File: src/rtl/ahb_lite_master_pkg.sv
// Shared AHB-Lite encodings and master FSM state type.
package ahb_lite_master_pkg;

  typedef enum logic [1:0] {
    HTRANS_IDLE   = 2'b00,
    HTRANS_BUSY   = 2'b01,
    HTRANS_NONSEQ = 2'b10,
    HTRANS_SEQ    = 2'b11
  } htrans_t;

  typedef enum logic [2:0] {
    HBURST_SINGLE = 3'b000,
    HBURST_INCR   = 3'b001
  } hburst_t;

  localparam logic [2:0] HSIZE_BYTE = 3'b000;

  typedef enum logic [2:0] {
    ST_IDLE,
    ST_ADDR,
    ST_BURST,
    ST_LAST,
    ST_ERR1,
    ST_ERR2
  } state_t;

endpackage

File: src/rtl/ahb_lite_master.sv
// AHB-Lite command-driven master: one command = 1..16 byte beats, read or write.
// Define AHBM_BURST_EN for INCR/SEQ bursts; otherwise each beat is a SINGLE NONSEQ with an IDLE gap.
module ahb_lite_master
  import ahb_lite_master_pkg::*;
#(
  parameter int unsigned ADDR_WIDTH = 4,
  parameter int unsigned DATA_WIDTH = 8,
  parameter int unsigned LEN_WIDTH  = 4
) (
  input  logic                  HCLK,
  input  logic                  HRESETn,
  input  logic                  cmd_valid,
  output logic                  cmd_ready,
  input  logic                  cmd_write,
  input  logic [ADDR_WIDTH-1:0] cmd_addr,
  input  logic [LEN_WIDTH-1:0]  cmd_len,
  input  logic [DATA_WIDTH-1:0] wdata,
  output logic                  wdata_pop,
  output logic [DATA_WIDTH-1:0] rdata,
  output logic                  rdata_valid,
  output logic                  done,
  output logic                  err,
  output logic [ADDR_WIDTH-1:0] HADDR,
  output logic                  HWRITE,
  output logic [2:0]            HSIZE,
  output logic [2:0]            HBURST,
  output logic [1:0]            HTRANS,
  output logic [DATA_WIDTH-1:0] HWDATA,
  input  logic                  HREADY,
  input  logic                  HRESP,
  input  logic [DATA_WIDTH-1:0] HRDATA
);

  state_t               state;
  logic [LEN_WIDTH-1:0] beats_left;
  logic                 addr_phase;
  logic                 data_phase;

  always_comb begin
    addr_phase = (state == ST_ADDR) || (state == ST_BURST);
    data_phase = (state == ST_BURST) || (state == ST_LAST);
  end

  // The pop must coincide with the edge that completes the address phase, so it follows HREADY directly.
  always_comb begin
    wdata_pop = addr_phase && HWRITE && HREADY;
  end

  always_ff @(posedge HCLK) begin
    if (!HRESETn) begin
      state       <= ST_IDLE;
      beats_left  <= '0;
      cmd_ready   <= 1'b1;
      HTRANS      <= HTRANS_IDLE;
      HADDR       <= '0;
      HWRITE      <= 1'b0;
      HSIZE       <= '0;
      HBURST      <= '0;
      HWDATA      <= '0;
      rdata       <= '0;
      rdata_valid <= 1'b0;
      done        <= 1'b0;
      err         <= 1'b0;
    end else begin
      rdata_valid <= 1'b0;
      done        <= 1'b0;
      if (data_phase && HREADY && !HRESP && !HWRITE) begin
        rdata       <= HRDATA;
        rdata_valid <= 1'b1;
      end
      if (wdata_pop) begin
        HWDATA <= wdata;
      end
      case (state)
        ST_IDLE: begin
          if (cmd_valid) begin
            state      <= ST_ADDR;
            cmd_ready  <= 1'b0;
            err        <= 1'b0;
            beats_left <= cmd_len;
            HTRANS     <= HTRANS_NONSEQ;
            HADDR      <= cmd_addr;
            HWRITE     <= cmd_write;
            HSIZE      <= HSIZE_BYTE;
`ifdef AHBM_BURST_EN
            HBURST     <= (cmd_len == '0) ? HBURST_SINGLE : HBURST_INCR;
`else
            HBURST     <= HBURST_SINGLE;
`endif
          end
        end
        ST_ADDR, ST_BURST: begin
          if (data_phase && HRESP && !HREADY) begin
            state  <= ST_ERR1;
            HTRANS <= HTRANS_IDLE;
          end else if (HREADY) begin
`ifdef AHBM_BURST_EN
            if (beats_left != '0) begin
              state      <= ST_BURST;
              HTRANS     <= HTRANS_SEQ;
              HADDR      <= HADDR + ADDR_WIDTH'(1);
              beats_left <= beats_left - LEN_WIDTH'(1);
            end else begin
              state  <= ST_LAST;
              HTRANS <= HTRANS_IDLE;
            end
`else
            state  <= ST_LAST;
            HTRANS <= HTRANS_IDLE;
`endif
          end
        end
        ST_LAST: begin
          if (HRESP && !HREADY) begin
            state  <= ST_ERR1;
            HTRANS <= HTRANS_IDLE;
          end else if (HREADY) begin
            // Only single-beat mode reaches here with beats left: the IDLE gap ends and the next NONSEQ starts.
            if (beats_left == '0) begin
              state     <= ST_IDLE;
              done      <= 1'b1;
              cmd_ready <= 1'b1;
            end else begin
              state      <= ST_ADDR;
              HTRANS     <= HTRANS_NONSEQ;
              HADDR      <= HADDR + ADDR_WIDTH'(1);
              beats_left <= beats_left - LEN_WIDTH'(1);
            end
          end
        end
        ST_ERR1: begin
          if (HRESP && HREADY) begin
            state <= ST_ERR2;
            err   <= 1'b1;
            done  <= 1'b1;
          end
        end
        ST_ERR2: begin
          state     <= ST_IDLE;
          cmd_ready <= 1'b1;
        end
        default: begin
          state     <= ST_IDLE;
          cmd_ready <= 1'b1;
          HTRANS    <= HTRANS_IDLE;
        end
      endcase
    end
  end

endmodule

File: config.mk
export PLATFORM = sky130hd
export DESIGN_NAME = ahb_lite_master
export DESIGN_NICKNAME = d
export VERILOG_FILES = /design/src/rtl/ahb_lite_master_pkg.sv /design/src/rtl/ahb_lite_master.sv
export SDC_FILE = /design/constraint.sdc
export NUM_CORES = 1
export LEC_CHECK = 0
export BUFFER_PORTS_ARGS = -buffer_cell sky130_fd_sc_hd__clkbuf_2
export CAP_MARGIN = 20
export CORE_MARGIN = 5
export CORE_UTILIZATION = 45
export CTS_CLUSTER_SIZE = 30
export DETAILED_ROUTE_END_ITERATION = 7
export PLACE_DENSITY = 0.74
export SLEW_MARGIN = 20
export SYNTH_ARGS = -nofsm -noshare
export SYNTH_HDL_FRONTEND = slang
export SYNTH_SLANG_ARGS = --single-unit
File: constraint.sdc
create_clock -name HCLK -period 2.2 [get_ports HCLK]
set_input_delay 0.44 -clock HCLK [delete_from_list [all_inputs] [get_ports HCLK]]
set_output_delay 0.44 -clock HCLK [all_outputs]
set_load 0.01 [all_outputs]
Word-level counts from Yosys, hierarchy flattened
Index checks and enable logic that the tools add are counted.
{"block": "op_classes", "add_sub_neg": 2, "eq_ne": 14, "muxes": 38, "bitwise_logic": 2, "reduce_logical": 27}
{"cell": "4-bit 2-to-1 mux", "count": 8}
{"cell": "3-bit 2-to-1 mux", "count": 6}
{"cell": "4-bit case mux with 2 select lines", "count": 2}
{"cell": "5-bit AND reduction", "count": 3}
{"cell": "2-bit 2-to-1 mux", "count": 6}
{"cell": "3-bit case mux with 4 select lines", "count": 1}
{"cell": "1-bit 2-to-1 mux", "count": 11}
{"cell": "2-bit != test, second input constant", "count": 5}
{"cell": "1-bit logical AND", "count": 9}
{"cell": "2-bit case mux with 4 select lines", "count": 1}
{"cell": "3-bit by 2-bit == test with 1-bit output, second input constant", "count": 2}
{"cell": "3-bit == test, second input constant", "count": 2}
{"cell": "3-bit != test, second input constant", "count": 2}
{"cell": "4-bit by 1-bit adder with 4-bit output, second input constant", "count": 1}
{"cell": "4-bit zero test", "count": 1}
{"cell": "1-bit case mux with 2 select lines", "count": 2}
{"cell": "4-bit AND reduction", "count": 1}
{"cell": "2-bit nonzero test", "count": 2}
{"cell": "2-bit OR reduction", "count": 2}
{"cell": "4-bit by 1-bit subtractor with 4-bit output, second input constant", "count": 1}
{"cell": "3-bit by 1-bit == test with 1-bit output, second input constant", "count": 1}
{"cell": "1-bit zero test", "count": 3}
{"cell": "3-bit zero test", "count": 1}
{"cell": "3-bit by 2-bit != test with 1-bit output, second input constant", "count": 1}
{"cell": "other kinds (7)", "count": 9}
{"block": "word_totals", "reg_bits": 34}

Depth between registers and ports, before layout
{"block": "depth", "depth_word": 6, "depth_mapped": 7, "ltp_nobuf": 6}

Least setup slack after synthesis
No wires, ideal clock.
{"block": "synth_timing", "path_type": "reg-to-reg", "from": "register state[2]", "to": "register state[0]", "setup_time_ps": 120, "t_arrival_ps": 1477, "slack_ps": 603, "path_stages_with_launch": 6, "n_path_buf": 2, "period_less_slack_ps": 1597, "cell_sequence": "dfxtp_1 -> buf_6 -> or4b_4 -> buf_6 -> o2111a_1 -> o31a_1"}
{"block": "synth_via", "elab_chain_cells": 6, "word_cells_on_any_way": 16, "cone_classes": "eq/ne (8); mux (2); reduce/logical (6)"}
{"item": "start, declared", "line": "ahb_lite_master.sv:34", "rtl": "state_t state;"}
{"item": "start signal, assigned", "line": "ahb_lite_master.sv:51", "rtl": "state <= ST_IDLE;"}
{"item": "start signal, assigned", "line": "ahb_lite_master.sv:77", "rtl": "state <= ST_ADDR;"}
{"item": "start signal, assigned", "line": "ahb_lite_master.sv:94", "rtl": "state <= ST_ERR1;"}
{"item": "3-bit by 2-bit == test with 1-bit output", "line": "ahb_lite_master.sv:41, ahb_lite_master.sv:74"}
{"item": "1-bit logical OR", "line": "ahb_lite_master.sv:41", "rtl": "data_phase = (state == ST_BURST) || (state == ST_LAST);"}
{"item": "1-bit logical AND (2 in series)", "line": "ahb_lite_master.sv:93", "rtl": "if (data_phase && HRESP && !HREADY) begin"}
{"item": "3-bit != test (no source line) / 3-bit 2-to-1 mux (equally long branches)"}
{"item": "4-bit AND reduction (no source line) / 3-bit case mux with 4 select lines (equally long branches)"}
Several ways; a longest one is shown, not always the timed one.
A chain may end at the register's enable or synchronous reset.

Worst setup path in the final report
{"block": "layout_timing", "from": "register state[0]", "to": "output wdata_pop"}
{"block": "layout_via", "elab_chain_cells": 4, "word_cells_on_any_way": 5, "cone_classes": "eq/ne (2); reduce/logical (3)"}
{"item": "3-bit by 1-bit == test with 1-bit output / 3-bit by 2-bit == test with 1-bit output (equally long branches)", "line": "ahb_lite_master.sv:40", "rtl": "addr_phase = (state == ST_ADDR) || (state == ST_BURST);"}
{"item": "1-bit logical OR *", "line": "ahb_lite_master.sv:40"}
{"item": "1-bit logical AND * (2 in series)", "line": "ahb_lite_master.sv:46", "rtl": "wdata_pop = addr_phase && HWRITE && HREADY;"}
{"item": "end, declared", "line": "ahb_lite_master.sv:18", "rtl": "output logic wdata_pop,"}
Mark *: on every way between the ends. The rest lies on a longest branch, timed or not.

==> impl_metrics.json <==
{
  "status": "completed",
  "track_usage_pct": 14.8,
  "cts.repair.resized": 0,
  "start_kind": "register",
  "hold_path.startpoint": "wdata[7]",
  "routed_wirelength_um": 3770,
  "synthAdderAreaFrac_pct": 1.47,
  "wl_per_cell_um": 13.0,
  "synth_area_mm2": 0.00170,
  "die_width_um": 71.5,
  "synth_seq_cells": 33,
  "ctsHoldBuffers": 0,
  "synth_compound_area_share_pct": 15.4,
  "antenna_violating_nets_post_route": 0,
  "maxCapViolCount": 0,
  "cp-startpoint": "state[0]",
  "gp_congestion": 0.820,
  "clkSinkCount": 33,
  "synth_edf_count": 0,
  "muxShareOfSynthArea_pct": 11.2,
  "grt.overflow.total": 0,
  "firstDrtPassIters": 4,
  "syn2layout_area_growth_pct": 23.2,
  "grt_max_degree": 35,
  "grt_pass1_wl_um": 6140,
  "period_share_pct": 84.2,
  "row_count": 22,
  "place_inst": 282,
  "grt_pass1_vias": 1412,
  "vias": 1497,
  "numPortBuffers": 56,
  "fmax_mhz": 540,
  "synth_top_family_by_area": "simple AND/OR/NAND/NOR gates",
  "clk_latency_ns": 0.27,
  "drc": 0,
  "cts_made_buffers": 5,
  "syn-mean-instance-area_um2": 9.01,
  "slew_viol_final": 0,
  "antenna_cells": 0,
  "synth_simple_gate_area_share_pct": 24.0,
  "clock-root-buffer": "clkbuf_8",
  "htree_levels": 2,
  "cp_max_fo": 16,
  "worstMarginPinSlew_ns": 0.566,
  "rrSetupSlack_ns": 0.43,
  "core_mm2": 0.00366,
  "cts.path.max_buffers": 2,
  "syn-instance-count": 189,
  "async_reset_ff_share_pct": 0,
  "relSlewSlack_pct": 62.3,
  "hold_violations": 0,
  "postCtsSetupRepairBufs": 0,
  "leakagePower_nw": 0.868,
  "drt_iter0_drc": 79,
  "nets": 273,
  "viasPerCell": 5.16,
  "cp.arrival_ns": 1.41,
  "fin_hold_ws_ns": 0.419,
  "rsz0062_at_grt": "false",
  "finalSetupViolations": 0,
  "synthDistinctLibCells": 44,
  "yosysWarnings": 0,
  "fin_setup_tns_ns": 0,
  "stdcell_count": 290,
  "die_y_um": 71.5,
  "ys_seq_area_share_pct": 38.8,
  "start_util_pct": 46.5,
  "synth_xor_area_share_pct": 0.514,
  "clkTransAtPathRegs_ns": 0.07,
  "reg2reg_from": "state[0]",
  "powerDensity_mw_per_mm2": 766,
  "grt_antenna_before_repair": 0,
  "ir_worst_vdd_v": 0.000458,
  "hold_path_class": "input port to register",
  "end_kind": "output pin",
  "cp_data_required_time_ns": 1.76,
  "crit_type": "register to output pin",
  "cts_tree": "done",
  "io_pins": 64,
  "synthFlopType": "dfxtp_1",
  "finClkSkew_ns": 0.00300,
  "layout-drive-gt1-share_pct": 30.2,
  "post-dp-hpwl_um": 2690,
  "die-area_mm2": 0.00511,
  "finalCriticalPeriod_ns": 1.85
}
## Yosys cell counts, types with 2 or more instances
master     number  share of area (%)
dfxtp_1        33                 39
nor2b_1        20                7.3
mux2i_1        19                 11
nand2_1        14                3.1
clkbuf_1        8                1.8
a21oi_1         7                2.1
buf_4           7                3.1
o21ai_0         7                2.1
inv_1           5                1.1
nor2_1          5                1.1
o211ai_1        5                2.2
and2_1          4                1.5
buf_2           4                1.2
nor3b_1         4                1.8
o21a_1          4                1.8
a21boi_1        3                1.3
nand2b_1        3                1.1
nand3_1         3               0.88
nand3b_1        3                1.3
nor4_1          3                1.1
buf_6           2                1.3
ha_1            2                1.5
nand4_1         2               0.73
o2111ai_1       2                1.0
## per-stage QoR
| stage | total power, mW | util (%) | cell area (µm²) | setup WS (ns) |
|---|---|---|---|---|
| finish | 1.61 | 57.3 | 2100 | 0.348 |
| global route | 1.70 | 57.3 | 2100 | 0.228 |
| CTS | 1.62 | 57.3 | 2100 | 0.331 |
| detailed placement | 1.03 | 54.1 | 1980 | 0.477 |
| global placement | 1.03 | 54.1 | 1980 | 0.506 |
| floorplan | 0.943 | - | 1730 | 0.603 |
## state kept, by name, indices dropped and copies added (netlist names), 3 cells and up
name	cells
HWDATA	8
rdata	8
HADDR	4
beats_left	4
state	3
## final timing paths
path                                      end  cells after the start
worst max-delay path                wdata_pop                      3
worst min-delay path                HWDATA[7]                      3
worst max register to register  beats_left[3]                      4
worst min register to register      HTRANS[1]                      2
## report_power, final
| group | internal, mW | switching (mW) | leakage [nW] |
|---|---|---|---|
| Combinational | 0.152 | 0.181 | 0.541 |
| Clock | 0.369 | 0.215 | 0.0585 |
| Sequential | 0.641 | 0.0483 | 0.269 |
## kinds of logic after synthesis
family                   count (synthesis)
flip-flops                              33
multiplexers                            19
buffers and inverters                   26
other                                    1
adder cells (fa/ha/maj)                  2
XOR/XNOR                                 1
AO/OA/AOI/OAI                           38
AND/OR/NAND/NOR                         69
## worst max-delay path, cell delays in order, from the launching register on
cell      delay [ns]
dfxtp_1         0.60
xnor2_1         0.16
nor3_2          0.21
clkbuf_2        0.17
## placed cells by master (no fill, tap or decap), types with 3 or more instances in the layout
cell / Yosys / routed
clkbuf_2: 0 / 56
dfxtp_1: 33 / 33
nor2b_1: 20 / 20
mux2i_1: 19 / 19
nand2_1: 14 / 14
a21oi_1: 7 / 7
o21ai_0: 7 / 7
conb_1: 1 / 7
clkbuf_8: 0 / 6
inv_1: 5 / 5
o211ai_1: 5 / 5
nor2_1: 5 / 5
o21a_1: 4 / 4
and2_1: 4 / 4
nor3b_1: 4 / 4
buf_4: 7 / 4
a21boi_1: 3 / 3
nand2b_1: 3 / 3
nand3b_1: 3 / 3
nand3_1: 3 / 3
## metal layers
layer	up-vias	global-route usage [%]	share of wire (%)
met1	688	18.6	44
met3	4	3.79	6.3
li1	755	-	-
met5	-	0	0
met2	50	24.6	48
met4	0	5.01	1.2
## final cells by class
class / instances / area [µm²]
fill: 356 / 1560
multi-input combinational: 136 / 932
sequential: 33 / 661
timing repair buffer: 60 / 310
clock buffer: 7 / 86.3
tap: 48 / 60.1
clock inverter: 1 / 30.0
inverter: 5 / 18.8
(Power assumes the default switching activity.)
